[src/rtl/pipe_ctrl_pkg.sv]
// Shared types and constants for the RV32I pipeline hazard/sequencing controller.
//   fwd_sel_e   : X-stage operand source select (regfile, X/M, M/W, WB stage)
//   trk_entry_t : one in-flight destination tracking entry
//   fsm_e       : run/stall sequencing state
package pipe_ctrl_pkg;

  typedef enum logic [1:0] {
    FWD_RF = 2'b00,
    FWD_XM = 2'b01,
    FWD_MW = 2'b10,
    FWD_WB = 2'b11
  } fwd_sel_e;

  typedef struct packed {
    logic       valid;
    logic [4:0] rd;
    logic       regwren;
    logic       memren;
  } trk_entry_t;

  typedef enum logic {
    RUN   = 1'b0,
    STALL = 1'b1
  } fsm_e;

  // Number of tracked in-flight producers (X, M, W).
  localparam int TRK_DEPTH = 3;

  localparam logic [4:0] REG_ZERO = 5'd0;

  localparam trk_entry_t TRK_EMPTY = '{valid: 1'b0, rd: 5'd0, regwren: 1'b0, memren: 1'b0};

endpackage

[src/rtl/hazard_match.sv]
// Single source/producer comparator.
// Ports:
//   entry  : in-flight producer tracking entry
//   rs     : consumer source register index
//   rs_use : consumer actually reads rs
//   hit    : producer will write the register the consumer reads
// x0 is hard-wired zero, so a producer targeting x0 never matches.
module hazard_match
  import pipe_ctrl_pkg::*;
(
  input  trk_entry_t entry,
  input  logic [4:0] rs,
  input  logic       rs_use,
  output logic       hit
);

  // The load flag is consumed by the top only for the X entry.
  logic unused_memren;
  assign unused_memren = entry.memren;

  assign hit = entry.valid & entry.regwren & (entry.rd != REG_ZERO) &
               (entry.rd == rs) & rs_use;

endmodule

[src/rtl/pipeline_ctrl.sv]
// Hazard/sequencing controller for the 5-stage RV32I pipeline (F,D,X,M,W + WB).
// Tracks destination registers of the instructions in X, M and W, detects
// load-use hazards for the instruction in D, steers redirects, registers the
// X-stage forwarding selects and keeps saturating stall/flush counters.
// Ports:
//   clk, reset            : clock, synchronous active-high reset
//   freeze_i              : global hold, nothing advances, controls forced 0
//   d_valid_i, d_rs*_i    : D-stage instruction sources and their use flags
//   d_rd_i, d_regwren_i,
//   d_memren_i            : D-stage destination, write enable, load flag
//   x_redirect_i          : X-stage taken branch/jump
//   pc_hold_o, fd_hold_o,
//   dx_bubble_o           : load-use stall controls
//   fd_flush_o, dx_flush_o: redirect squash controls
//   fwd_rs1_sel_o/rs2     : registered X operand source selects
//   stall_cnt_o, flush_cnt_o : saturating performance counters
module pipeline_ctrl
  import pipe_ctrl_pkg::*;
#(
  parameter int CNT_W = 32
) (
  input  logic             clk,
  input  logic             reset,
  input  logic             freeze_i,
  input  logic             d_valid_i,
  input  logic [4:0]       d_rs1_i,
  input  logic [4:0]       d_rs2_i,
  input  logic             d_rs1_use_i,
  input  logic             d_rs2_use_i,
  input  logic [4:0]       d_rd_i,
  input  logic             d_regwren_i,
  input  logic             d_memren_i,
  input  logic             x_redirect_i,
  output logic             pc_hold_o,
  output logic             fd_hold_o,
  output logic             dx_bubble_o,
  output logic             fd_flush_o,
  output logic             dx_flush_o,
  output logic [1:0]       fwd_rs1_sel_o,
  output logic [1:0]       fwd_rs2_sel_o,
  output logic [CNT_W-1:0] stall_cnt_o,
  output logic [CNT_W-1:0] flush_cnt_o
);

  // Tracking entries: _p0 = instruction in X, _p1 = in M, _p2 = in W.
  trk_entry_t               trk_p0, trk_p1, trk_p2;
  trk_entry_t [TRK_DEPTH-1:0] trk_vec;
  trk_entry_t               trk_in;

  fsm_e       state, state_nxt;
  logic [TRK_DEPTH-1:0] hit_rs1, hit_rs2;
  logic       load_use;
  logic       stall;
  logic       flush;
  fwd_sel_e   fwd1_p0, fwd2_p0;
  logic [CNT_W-1:0] stall_cnt, flush_cnt;

  function automatic fwd_sel_e pick_fwd(input logic [TRK_DEPTH-1:0] hit);
    // Youngest producer holds the most recent value.
    if (hit[0])      return FWD_XM;
    else if (hit[1]) return FWD_MW;
    else if (hit[2]) return FWD_WB;
    else             return FWD_RF;
  endfunction

  function automatic logic [CNT_W-1:0] sat_inc(input logic [CNT_W-1:0] v);
    if (&v) return v;
    else    return v + {{(CNT_W-1){1'b0}}, 1'b1};
  endfunction

  assign trk_vec = {trk_p2, trk_p1, trk_p0};

  for (genvar i = 0; i < TRK_DEPTH; i++) begin : g_match
    hazard_match u_rs1 (
      .entry  (trk_vec[i]),
      .rs     (d_rs1_i),
      .rs_use (d_rs1_use_i),
      .hit    (hit_rs1[i])
    );
    hazard_match u_rs2 (
      .entry  (trk_vec[i]),
      .rs     (d_rs2_i),
      .rs_use (d_rs2_use_i),
      .hit    (hit_rs2[i])
    );
  end

  // A loaded value is only available once the load leaves M, so a consumer
  // directly behind a load must wait one cycle.
  assign load_use = d_valid_i & trk_p0.memren & (hit_rs1[0] | hit_rs2[0]);

  // Redirect beats load-use: the D instruction is squashed anyway.
  // Under freeze or reset no control is asserted; the condition is
  // re-evaluated once the pipeline can move again.
  always_comb begin
    stall = 1'b0;
    flush = 1'b0;
    if (!reset && !freeze_i) begin
      if (x_redirect_i) begin
        flush = 1'b1;
      end else if (load_use && (state == RUN)) begin
        stall = 1'b1;
      end
    end
  end

  assign pc_hold_o   = stall;
  assign fd_hold_o   = stall;
  assign dx_bubble_o = stall;
  assign fd_flush_o  = flush;
  assign dx_flush_o  = flush;

  always_ff @(posedge clk) begin
    if (reset) state <= RUN;
    else       state <= state_nxt;
  end

  // A stall lasts exactly one advancing cycle.
  always_comb begin
    state_nxt = state;
    if (!freeze_i) begin
      if (stall) state_nxt = STALL;
      else       state_nxt = RUN;
    end
  end

  always_comb begin
    trk_in = TRK_EMPTY;
    if (d_valid_i && !stall && !flush) begin
      trk_in = '{valid: 1'b1, rd: d_rd_i, regwren: d_regwren_i, memren: d_memren_i};
    end
  end

  // D -> X boundary: tracking shift and forwarding select registers
  always_ff @(posedge clk) begin
    if (reset) begin
      trk_p0  <= TRK_EMPTY;
      trk_p1  <= TRK_EMPTY;
      trk_p2  <= TRK_EMPTY;
      fwd1_p0 <= FWD_RF;
      fwd2_p0 <= FWD_RF;
    end else if (!freeze_i) begin
      trk_p0 <= trk_in;
      trk_p1 <= trk_p0;
      trk_p2 <= trk_p1;
      if (!d_valid_i || stall || flush) begin
        fwd1_p0 <= FWD_RF;
        fwd2_p0 <= FWD_RF;
      end else begin
        fwd1_p0 <= pick_fwd(hit_rs1);
        fwd2_p0 <= pick_fwd(hit_rs2);
      end
    end
  end

  assign fwd_rs1_sel_o = fwd1_p0;
  assign fwd_rs2_sel_o = fwd2_p0;

  always_ff @(posedge clk) begin
    if (reset) begin
      stall_cnt <= '0;
      flush_cnt <= '0;
    end else begin
      if (stall) stall_cnt <= sat_inc(stall_cnt);
      if (flush) flush_cnt <= sat_inc(flush_cnt);
    end
  end

  assign stall_cnt_o = stall_cnt;
  assign flush_cnt_o = flush_cnt;

endmodule

[config.mk]
export PLATFORM = sky130hd
export DESIGN_NAME = pipeline_ctrl
export DESIGN_NICKNAME = d
export VERILOG_FILES = /design/src/rtl/pipe_ctrl_pkg.sv /design/src/rtl/hazard_match.sv /design/src/rtl/pipeline_ctrl.sv
export SDC_FILE = /design/constraint.sdc
export NUM_CORES = 1
export LEC_CHECK = 0
export CAP_MARGIN = 10
export CORE_ASPECT_RATIO = 1.25
export CORE_MARGIN = 1.5
export CORE_UTILIZATION = 40
export CTS_CLUSTER_SIZE = 40
export DETAILED_ROUTE_END_ITERATION = 6
export DONT_BUFFER_PORTS = 1
export PLACE_DENSITY = 0.64
export SLEW_MARGIN = 20
export SYNTH_ARGS = -nofsm -noshare
export SYNTH_HDL_FRONTEND = slang
export SYNTH_SLANG_ARGS = --single-unit
[constraint.sdc]
create_clock -name clk -period 2.9 [get_ports clk]
set_clock_uncertainty 0.05 [all_clocks]
set_input_delay 0.29 -clock clk [delete_from_list [all_inputs] [get_ports clk]]
set_output_delay 0.29 -clock clk [all_outputs]
set_load 0.02 [all_outputs]
# After elaboration in Yosys (flattened, before gate mapping)
# Index checks and enable logic that the tools add are counted.
dict set report word_totals {
  reg_bits 91
  inputBits 24
  out_inout_bits 73
  word_cells 80
}
dict set report op_classes {
  n_addsub 2
  eq_ne 6
  muxes 15
  bitwise_logic 24
  n_reduce_logical 18
}
# op count
set op_table {}
lappend op_table {{$add 32x1->32 const B} 2}
lappend op_table {{$reduce_and 32->1} 2}
lappend op_table {{$eq 5x5->1} 6}
lappend op_table {{$and 1x1->1} 20}
lappend op_table {{$mux 2} 8}
lappend op_table {{$reduce_bool 5->1} 3}
lappend op_table {{$mux 8} 1}
lappend op_table {{$mux 1} 6}
lappend op_table {{$logic_not 1->1} 5}
lappend op_table {{$logic_and 1x1->1} 4}
lappend op_table {{$reduce_and 2->1} 2}
lappend op_table {{$not 1->1} 3}
lappend op_table {{$logic_or 1x1->1} 2}
lappend op_table {{$or 1x1->1} 1}

# Depth between registers and ports, before layout
# Gate-level depths: netlist of run 1.
dict set report depth {
  word_depth 14
  ltp_mapped 10
  depth_no_buf 7
}

# Cells and area by module
# From an unflattened synthesis of run 1, not the netlist that was laid out.
dict set report hier_totals {
  cells_unflattened 579
  hier_area_um2 4839.6
}
# mod n_inst cells_each area_per_inst_um2 seq_area_each_um2
set by_module_without_submodules {}
lappend by_module_without_submodules {pipeline_ctrl 1 519 4366.7 1861.8}
lappend by_module_without_submodules {hazard_match 6 10 78.8 0.0}

# Worst setup path after synthesis of run 1
# Ideal clock, no wire load.
dict set report synth_timing {
  kind {register -> register}
  start {register stall_cnt[0] (netlist: stall_cnt_o[0])}
  end {register stall_cnt[13] (netlist: stall_cnt_o[13])}
  setup_time_ns 0.121
  t_arrival_ns 2.080
  t_required_ns 2.729
  setup_slack_ns 0.649
  stages_incl_launch_ff 10
  path_buffers 2
  synth_period_minus_slack_ns 2.251
  path_cell_list {dfxtp_1 > ha_1 > and2_1 > and4_1 > buf_2 > nand3_1 > nor2_2 > buf_2 > nor4b_1 > mux2_2}
}
dict set report synth_via {
  elab_chain_len 3
  word_cells_on_any_way 4
  classes_between {add/sub: 1; bitwise: 1; reduce/logical: 2}
}
# item line_no
set synth_lines {}
lappend synth_lines {{start, declared} pipeline_ctrl.sv:56} ;# logic [CNT_W-1:0] stall_cnt, flush_cnt;
lappend synth_lines {{start signal, assigned} pipeline_ctrl.sv:164} ;# if (stall) stall_cnt <= sat_inc(stall_cnt);
lappend synth_lines {{branches (longest 3 deep; another with $add 32x1->32)} -}
# Several ways; the timed one is not identified.
# A chain may end at the register's enable or synchronous reset.

# Worst setup path in the final report of run 1
dict set report layout_timing {
  start {register trk_p0[6] (netlist bit)}
  end {output port pc_hold_o}
}
dict set report layout_via {
  elab_chain_len 10
  word_cells_on_any_way 14
  classes_between {eq/ne: 2; mux: 3; bitwise: 7; reduce/logical: 2}
}
# item line_no
set layout_lines {}
lappend layout_lines {{start, declared} pipeline_ctrl.sv:46} ;# trk_entry_t trk_p0, trk_p1, trk_p2;
lappend layout_lines {{start signal, assigned} pipeline_ctrl.sv:143} ;# trk_p0 <= trk_in;
lappend layout_lines {{$reduce_bool 5->1} hazard_match.sv:21} ;# assign hit = entry.valid & entry.regwren & (entry.rd != REG_ZERO) &
lappend layout_lines {{$and 1x1->1 (2 in series)} hazard_match.sv:21}
lappend layout_lines {{$and 1x1->1} hazard_match.sv:22} ;# (entry.rd == rs) & rs_use;
lappend layout_lines {{$or 1x1->1 (*)} pipeline_ctrl.sv:90} ;# assign load_use = d_valid_i & trk_p0.memren & (hit_rs1[0] | hit_rs2[0]);
lappend layout_lines {{$and 1x1->1 (*)} pipeline_ctrl.sv:90}
lappend layout_lines {{$logic_and 1x1->1 (*)} pipeline_ctrl.sv:101} ;# end else if (load_use && (state == RUN)) begin
lappend layout_lines {{$mux 1 (*)} pipeline_ctrl.sv:101}
lappend layout_lines {{$mux 1 (*)} pipeline_ctrl.sv:99} ;# if (x_redirect_i) begin
lappend layout_lines {{$mux 1 (*)} pipeline_ctrl.sv:98} ;# if (!reset && !freeze_i) begin
lappend layout_lines {{end, declared} pipeline_ctrl.sv:34} ;# output logic pc_hold_o,
# Mark *: on every way between the ends. The rest lies on a longest branch, timed or not.

==> results.sh, run 1 <==
export IMPL_status="complete, no violations"
export IMPL_crit_top_cell="buf_4"
export IMPL_critical_path_class="reg2out"
export IMPL_antenna_found_initial=0
export IMPL_ys_async_sr_fraction_pct=0
export IMPL_stdcell_count=673
export IMPL_clkSinkCount=91
export IMPL_crit_arrival_ns=2.27
export IMPL_rr_startpoint="trk_p0[6]"
export IMPL_cts_root_buf="clkbuf_16"
export IMPL_synth_warnings=0
export IMPL_start_util_pct=41.56
export IMPL_min_period_ns=2.614
export IMPL_p_leak_uw=0.001784
export IMPL_final_antenna_net_count=0
export IMPL_grt_pass1_wl_microns=19690
export IMPL_area_growth_syn_to_layout_pct=9.317
export IMPL_wl_per_cell_microns=17.72
export IMPL_fmax_ghz=0.3825
export IMPL_insertion_delay_ns=0.34
export IMPL_die_w_microns=99.68
export IMPL_rsz0062_at_grt="false"
export IMPL_num_fill_cells=1116
export IMPL_gp_congestion=0.9286
export IMPL_utilization_pct=45.43
export IMPL_yosysUniqueCellTypes=56
export IMPL_endpoint_kind="output port"
export IMPL_synthFlopType="dfxtp_1"
export IMPL_slew_headroom_pct=42.86
export IMPL_crit_chain="xor2_1, nor4_1, and3_1, o21ai_4, inv_1, buf_4, buf_4"
export IMPL_ys_seq_elements=91
export IMPL_worst_pin_slew_ns=0.8570
export IMPL_coreArea_sq_mm=0.01124
export IMPL_seq_area_frac_synth_pct=38.98
export IMPL_timing_final_crit_share_pct=90.15
export IMPL_n_antenna_cell=0
export IMPL_ir_drop_mv=0.2758
export IMPL_synth_avg_cell_area_sq_um=8.702
export IMPL_htreeDepth=3
export IMPL_rows=43
export IMPL_dr_total_vias=4053
export IMPL_layout_setup_ws_ns=0.2856
export IMPL_synth_area_top_cells="dfxtp_1, xor2_1, nor2_1, nand4_1, a21oi_1"
export IMPL_grt_pass1_vias=3993
export IMPL_min_path_type="in2reg"
export IMPL_finalWirelength_microns=11930
export IMPL_drc=0
export IMPL_maxSlewViolCount=0
export IMPL_grt_max_degree=72
export IMPL_worstHoldStart="d_regwren_i"
export IMPL_dieArea_sq_mm=0.01234
export IMPL_reg2reg_slack_ns=0.33
export IMPL_io_buffers=0
export IMPL_cp_max_fo=20
export IMPL_rr_endpoint="stall_cnt_o[7]"
export IMPL_syn_nets=563
export IMPL_crit_family="simple AND/OR/NAND/NOR gates"
export IMPL_cts_setup_buffers=0
export IMPL_cp_slowest_cell="dfxtp_1"
export IMPL_clock_path_buffers=2
export IMPL_nNetsFinal=559
export IMPL_crit_path_start_kind="flip-flop"
export IMPL_dp_slack_ns=0.2336
export IMPL_fin_hold_ws_ns=0.03161
export IMPL_cellPowerDensity_mw_per_mm2=492.9
export IMPL_drtIter0Drc=170
export IMPL_synthesis_area_sq_mm=0.004673
export IMPL_dp_hpwl_microns=8528
export IMPL_critPathMaxStageDelay_ns=0.46
export IMPL_min_path_cells=1
export IMPL_viasPerCell=6.022
export IMPL_setup_viol=0
export IMPL_min_to="trk_p0[1]"
export IMPL_synth_top_area_share_pct=38.98
export IMPL_cts_tree="built"
export IMPL_reg2regPathDepth=7
export IMPL_synth_edff_count=0
export IMPL_path_buf_inv=3
export IMPL_place_inst=656
export IMPL_setup_tns_ns=0
export IMPL_clkTransAtPathRegs_ns=0.06
export IMPL_cp_required_ns=2.56
export IMPL_grtUsageTotal_pct=19.87
export IMPL_firstDrtPassIters=4
export IMPL_yosysTopAreaCell="dfxtp_1"
export IMPL_drive_gt1_share_pct=8.736
export IMPL_syn_instance_count=537
export IMPL_globalRouteOverflowTotal=0
export IMPL_ios=97
export IMPL_chipHeight_microns=123.8
export IMPL_finalHoldViolCount=0
export IMPL_drv_cap=0
export IMPL_cts_inserted_buffers=9
## final cells by class
type / instances / area (sq um) / share of cell area [%]
Multi-Input combinational cell: 412 / 2681 / 52.49
Clock buffer: 12 / 246.5 / 4.825
Inverter: 6 / 22.52 / 0.4409
Sequential cell: 91 / 1822 / 35.66
Clock inverter: 4 / 50.05 / 0.9797
Tap cell: 135 / 168.9 / 3.306
Timing Repair Buffer: 13 / 117.6 / 2.302
## worst max-delay path by stage
stage / cells past startpoint / slack (ns) / startpoint / endpoint
2_1_floorplan: 9 / 0.65 / stall_cnt_o[0] / stall_cnt_o[13]
3_3_place_gp: 7 / 0.28 / stall_cnt_o[6] / stall_cnt_o[25]
3_5_place_dp: 7 / 0.23 / stall_cnt_o[2] / stall_cnt_o[0]
4_1_cts: 7 / 0.10 / trk_p0[4] / pc_hold_o
5_1_grt: 7 / 0.06 / trk_p0[6] / fd_hold_o
6_report: 7 / 0.29 / trk_p0[6] / pc_hold_o
## synthesized netlist by cell type (all sizes together) (2+ instances only)
cell	instances
clkbuf	14
nand2b	3
nor3b	2
nand4	26
nand3	30
or4b	2
o41ai	2
and4	6
nor3	10
buf	14
xnor2	16
or3	13
nor4	14
nand2	28
dfxtp	91
xor2	40
and3	19
ha	2
mux2i	15
mux2	7
nor2	63
o31ai	14
nor2b	9
or4	17
a22o	7
and2	3
o21ai	17
o211ai	2
a21oi	30
inv	6
## logic make-up (layout without fill, tap and decap cells)
family / after synthesis / count (layout) / share of synthesized area [%]
buffers and inverters: 34 / 35 / 3.909
flip-flops: 91 / 91 / 38.98
AND/OR/NAND/NOR: 248 / 248 / 29.26
AO/OA/AOI/OAI: 84 / 84 / 11.91
XOR/XNOR: 56 / 56 / 10.50
multiplexers: 22 / 22 / 4.899
adder cells (fa/ha/maj): 2 / 2 / 0.5354
## layer usage
layer,track usage (%),up-vias,wire length [microns]
met2,34.99,149,5860
met4,9.331,0,300
li1,-,1961,-
met3,5.331,26,869
met5,0,-,0
met1,22.29,1917,4897
## power by group
part / leakage [uW] / switching [uW] / internal, uW
Combinational: 0.000911 / 45.5 / 35.0
Clock: 0.000139 / 484 / 691
Sequential: 0.000733 / 7.44 / 1260
## per-stage QoR
step,total power [uW],instance area [sq um]
after global placement,1349,4772
after CTS,2538,5096
final,2518,5109
after detailed placement,1352,4772
after floorplan,1363,4673
after global routing,2597,5109
## registers in the layout, summed over array words and instances (netlist names)
signal         cells
state              1
stall_cnt_o       32
fwd_rs1_sel_o      2
flush_cnt_o       32
fwd_rs2_sel_o      2
trk_p1             7
trk_p2             7
trk_p0             8
## cells in the final DEF (no fill, tap or decap), types with 3 or more instances in the layout
cell / n
nand4_1: 26
nor2b_1: 9
and3_1: 17
nand2b_1: 3
and2_1: 3
o21ai_0: 14
nor3_1: 10
a22o_1: 7
nor4_1: 12
nand3_1: 29
dfxtp_1: 91
mux2_2: 6
mux2i_1: 15
or4_1: 17
buf_4: 12
xnor2_1: 16
a21oi_1: 30
nand2_1: 28
o31ai_1: 14
clkbuf_16: 9
inv_1: 6
nor2_1: 61
and4_1: 6
or3_1: 12
xor2_1: 40
## what timing repair did
action / CTS / global route
hold buffers: 1 / 0
setup endpoints to repair: 0 / 6
gates resized for setup: 0 / 2
endpoints found under the hold margin: 71 / 0
No activity file was read; power rests on OpenSTA's default activity.
==> run 2: changes to the inputs <==
- CELL_PAD_IN_SITES_DETAIL_PLACEMENT: unset -> 0
- CELL_PAD_IN_SITES_GLOBAL_PLACEMENT: unset -> 1
- PLACE_DENSITY: 0.64 -> 0.79
==> run 2 against run 1 <==
  * Register-to-register slack worse by 0.05 ns
  * Core utilization hardly changed
  * Die area stayed put
  * Largest cell class unchanged
  * Wire length is 0.87% lower
  * Critical path type is now reg2reg
  * First-iteration DRC count is 4.7% lower
  * Sequential share of layout area hardly changed
  * Via count is 1.2% lower
==> results.sh, run 2 (synthesized netlist as in run 1, its figures left out) <==
export IMPL_insertion_delay_ns=0.34
export IMPL_crit_path_end="stall_cnt_o[27]"
export IMPL_clkTransAtPathRegs_ns=0.07
export IMPL_ios=97
export IMPL_placed_area_sq_mm=0.004802
export IMPL_finalHoldViolCount=0
export IMPL_rows=43
export IMPL_dieArea_sq_mm=0.01234
export IMPL_area_growth_syn_to_layout_pct=9.344
export IMPL_cts_inserted_buffers=9
export IMPL_finalWirelength_microns=11820
export IMPL_final_common_cell="dfxtp_1"
export IMPL_grt_pass1_wl_microns=19260
export IMPL_io_buffers=0
export IMPL_slew_headroom_pct=26.82
export IMPL_dr_wl_met3_microns=977
export IMPL_wl_met1_microns=4630
export IMPL_grtUsageTotal_pct=19.70
export IMPL_viasPerCell=5.917
export IMPL_die_w_microns=99.68
export IMPL_worst_pin_slew_ns=1.098
export IMPL_cts_root_buf="clkbuf_16"
export IMPL_final_cell_mix="dfxtp_1, nor2_1, xor2_1"
export IMPL_cp_max_fo=21
export IMPL_rsz0062_at_grt="false"
export IMPL_antenna_found_initial=0
export IMPL_min_period_ns=2.624
export IMPL_p_leak_uw=0.001797
export IMPL_firstDrtPassIters=4
export IMPL_ctsHoldBuffers=1
export IMPL_rr_startpoint="stall_cnt_o[0]"
export IMPL_fin_area_sq_mm=0.005110
export IMPL_gp_congestion=0.9259
export IMPL_status="complete, no violations"
export IMPL_start_util_pct=41.56
export IMPL_maxSlewViolCount=0
export IMPL_reg2reg_slack_ns=0.28
export IMPL_wl_met2_microns=5908
export IMPL_critPathMaxStageDelay_ns=0.56
export IMPL_min_path_type="in2reg"
export IMPL_globalRouteOverflowTotal=0
export IMPL_fmax_ghz=0.3811
export IMPL_critical_path_class="reg2reg"
export IMPL_wl_per_cell_microns=17.47
export IMPL_drive_gt1_share_pct=9.779
export IMPL_dp_hpwl_microns=8353
export IMPL_rr_endpoint="stall_cnt_o[27]"
export IMPL_nNetsFinal=563
export IMPL_crit_arrival_ns=2.79
export IMPL_crit_chain="ha_1, and2_1, and4_1, nand3_1, nor2_2, buf_4, or4_1, a21oi_1"
export IMPL_cp_required_ns=3.06
export IMPL_setup_viol=0
export IMPL_crit_path_start_kind="flip-flop"
export IMPL_final_antenna_net_count=0
export IMPL_cts_repair_resized=0
export IMPL_endpoint_kind="flip-flop"
export IMPL_grt_max_degree=72
export IMPL_clkSinkCount=91
export IMPL_critPathLaunch="stall_cnt_o[0]"
export IMPL_min_path_cells=1
export IMPL_cellPowerDensity_mw_per_mm2=479.9
export IMPL_drc=0
export IMPL_dr_total_vias=4006
export IMPL_n_antenna_cell=0
export IMPL_drv_cap=0
export IMPL_coreArea_sq_mm=0.01124
export IMPL_cts_tree="built"
export IMPL_cts_setup_buffers=0
export IMPL_ir_drop_mv=0.2361
export IMPL_cp_slowest_cell="dfxtp_1"
export IMPL_grt_pass1_vias=3815
export IMPL_reg2regPathDepth=8
export IMPL_clock_path_buffers=2
export IMPL_setup_tns_ns=0
export IMPL_chipHeight_microns=123.8
export IMPL_drtIter0Drc=162
export IMPL_timing_final_crit_share_pct=90.48
export IMPL_htreeDepth=3
export IMPL_routed_top_layer="met4"
run 2: changes by cell type in the layout (fill, tap and decap cells not counted):
cell and delta:
bufinv_16 -1, nor2_2 +1, o21ai_4 -1, clkbuf_1 -2, o21ai_2 +1, nor2_4 -1, clkinv_2 +1, clkinv_4 +1
buf_4 +4, clkinvlp_4 +1
run 2: per-layer routing:
layer / vias to the layer above / global-route usage [%]
li1: 1965 / -
met1: 1885 / 23.10
met2: 131 / 32.27
met3: 25 / 7.464
met4: 0 / 8.363
met5: - / 0
run 2: where the power goes:
group / switching (uW) / internal, uW / leakage [uW]
combinational: 44.8 / 35.0 / 0.000933
sequential: 7.10 / 1260 / 0.000733
clock: 507 / 603 / 0.000130
run 2: final cells by class:
type / instances / area (sq um)
fill: 1115 / 6135
timing repair buffer: 17 / 147.6
clock buffer: 10 / 239.0
tap: 135 / 168.9
sequential: 91 / 1822
inverter: 6 / 22.52
multi-input combinational: 412 / 2669
clock inverter: 6 / 41.29
run 2: worst min path at each step:
stage	start	end	slack (ns)
6_report	d_memren_i	trk_p0[0]	0.03
2_1_floorplan	d_memren_i	trk_p0[0]	0.37
4_1_cts	d_rd_i[1]	trk_p0[3]	0.02
3_5_place_dp	reset	flush_cnt_o[3]	0.32
5_1_grt	d_rd_i[3]	trk_p0[5]	0.02
3_3_place_gp	reset	trk_p2[2]	0.32
run 2: critical path, delay by kind of cell (launching register included):
kind | cells | cell delay [ns]
simple gates | 5 | 1.18
buf+inv | 1 | 0.34
flops | 1 | 0.56
compound gates | 1 | 0.07
fa+ha+maj | 1 | 0.28
run 2: metrics by stage:
| step | total power (uW) | setup slack (ns) | cells | utilization [%] | hold slack [ns] |
|---|---|---|---|---|---|
| finish | 2452 | 0.2761 | 677 | 45.44 | 0.02702 |
| global placement | 1350 | 0.3563 | 660 | 42.71 | 0.3190 |
| global route | 2547 | 0.04644 | 677 | 45.44 | 0.01683 |
| floorplan | 1363 | 0.6491 | 537 | - | 0.3729 |
| CTS | 2482 | 0.2750 | 677 | 45.44 | 0.01821 |
| detailed placement | 1351 | 0.3134 | 660 | 42.71 | 0.3192 |
==> run 3: changes to the inputs <==
- SETUP_SLACK_MARGIN: unset -> 0.4
==> run 3 against run 2 <==
  * Non-clock buffer count up 8
  * Combinational power up 7.3%
  * First-iteration DRC count unchanged
  * Clock-buffer cell count unchanged
  * Critical path type unchanged
  * Largest cell class unchanged
==> results.sh, run 3 (synthesized netlist as in run 1, its figures left out) <==
export IMPL_cellPowerDensity_mw_per_mm2=467.0
export IMPL_setup_tns_ns=0
export IMPL_reg2regPathDepth=8
export IMPL_dr_total_vias=4054
export IMPL_rows=43
export IMPL_io_buffers=0
export IMPL_min_period_ns=2.508
export IMPL_grt_pass1_wl_microns=19380
export IMPL_clkSinkCount=91
export IMPL_crit_path_end="stall_cnt_o[27]"
export IMPL_rsz0062_at_grt="false"
export IMPL_antenna_found_initial=0
export IMPL_clkTransAtPathRegs_ns=0.06
export IMPL_worst_pin_slew_ns=0.7723
export IMPL_cp_required_ns=3.11
export IMPL_grt_pass1_vias=3839
export IMPL_slew_headroom_pct=48.41
export IMPL_pwr_share_comb_pct=3.5
export IMPL_drive_gt1_share_pct=13.09
export IMPL_cts_inserted_buffers=9
export IMPL_dp_slack_ns=0.3134
export IMPL_start_util_pct=41.56
export IMPL_clock_path_buffers=2
export IMPL_p_leak_uw=0.001869
export IMPL_finalWirelength_microns=12140
export IMPL_cp_max_fo=12
export IMPL_switchingPower_uw=562.2
export IMPL_ir_drop_mv=0.2359
export IMPL_critPathLaunch="trk_p0[6]"
export IMPL_crit_arrival_ns=2.72
export IMPL_grt_max_degree=72
export IMPL_grtUsageTotal_pct=19.82
export IMPL_stdcell_count=685
export IMPL_placed_area_sq_mm=0.004802
export IMPL_rr_startpoint="trk_p0[6]"
export IMPL_finalHoldViolCount=0
export IMPL_status="complete, no violations"
export IMPL_clkPwrFrac_pct=45.1
export IMPL_insertion_delay_ns=0.34
export IMPL_n_antenna_cell=0
export IMPL_nNetsFinal=571
export IMPL_firstDrtPassIters=4
export IMPL_drc=0
export IMPL_sw_frac_of_total_pct=22.88
export IMPL_drtIter0Drc=162
export IMPL_num_fill_cells=1103
export IMPL_dieArea_sq_mm=0.01234
export IMPL_dp_hpwl_microns=8353
export IMPL_wl_per_cell_microns=17.72
export IMPL_fmax_ghz=0.3987
export IMPL_layout_setup_ws_ns=0.3920
export IMPL_area_growth_syn_to_layout_pct=12.61
export IMPL_place_inst=660
export IMPL_min_path_type="in2reg"
export IMPL_setup_viol=0
export IMPL_die_w_microns=99.68
export IMPL_gp_congestion=0.9259
export IMPL_ios=97
export IMPL_maxSlewViolCount=0
export IMPL_drv_cap=0
export IMPL_timing_final_crit_share_pct=86.48
export IMPL_coreArea_sq_mm=0.01124
export IMPL_crit_path_start_kind="flip-flop"
export IMPL_viasPerCell=5.918
export IMPL_final_cell_mix="dfxtp_1, nor2_1, xor2_1"
export IMPL_final_antenna_net_count=0
export IMPL_cts_tree="built"
export IMPL_chipHeight_microns=123.8
export IMPL_critical_path_class="reg2reg"
export IMPL_power_internal_uw=1895
export IMPL_final_common_cell="dfxtp_1"
export IMPL_globalRouteOverflowTotal=0
export IMPL_htreeDepth=3
export IMPL_rr_endpoint="stall_cnt_o[27]"
export IMPL_endpoint_kind="flip-flop"
export IMPL_pwr_share_seq_pct=51.4
export IMPL_fin_area_sq_mm=0.005263
export IMPL_reg2reg_slack_ns=0.39
export IMPL_cts_root_buf="clkbuf_16"
## run 3: cell types whose count changed in the layout (fill, tap and decap cells not counted), sizes merged
cell  change
buf       +8
## run 3: metal layers
metal,track usage [%],wire length (microns)
met5,0,0
met2,32.65,6171
met1,23.06,4816
met3,7.464,886
met4,8.539,267
## run 3: layout make-up
class	count	area, sq um	area share [%]
inverter	6	22.52	0.4280
multi-input combinational	412	2743	52.12
clock inverter	6	41.29	0.7846
tap	135	168.9	3.210
sequential	91	1828	34.74
timing repair buffer	25	220.2	4.184
clock buffer	10	239.0	4.541
## run 3: per-stage QoR
stage	utilization (%)	hold slack, ns	power, uW
after global placement	42.71	0.3190	1350
final	46.80	0.02654	2457
after global routing	46.80	0.01655	2553
after CTS	45.65	0.01821	2483
after detailed placement	42.71	0.3192	1351
after floorplan	-	0.3729	1363
## run 3: worst min path at each step
stage,from,endpoint,slack (ns),cells after the start
2_1_floorplan,d_memren_i,trk_p0[0],0.37,1
3_3_place_gp,reset,trk_p2[2],0.32,1
3_5_place_dp,reset,flush_cnt_o[3],0.32,1
4_1_cts,d_rd_i[1],trk_p0[3],0.02,1
5_1_grt,d_rd_i[3],trk_p0[5],0.02,1
6_report,d_rd_i[1],trk_p0[3],0.03,1
## run 3: what timing repair did
action / in CTS / in global routing
buffers inserted: 0 / 8
endpoints found under the setup margin: 15 / 23
hold endpoints to repair: 71 / 0
hold buffers: 1 / 0
resized for setup: 4 / 14
pin swaps: 0 / 1
## run 3: worst max-delay path, stage by stage (launching register included)
cell,delay (ns)
dfxtp_2,0.36
xor2_1,0.17
nor4_1,0.40
and3_4,0.33
o21ai_4,0.07
buf_4,0.17
buf_4,0.17
or4_1,0.51
a21oi_1,0.19
## run 3: power groups by stage
stage                     sequential (uW)  clock [uW]  combinational, uW
after floorplan                      1290           0               71.8
after global placement               1290           0               59.0
after detailed placement             1290           0               60.3
after CTS                            1260        1140               81.7
after global routing                 1260        1200               94.5
final                                1260        1110               85.6
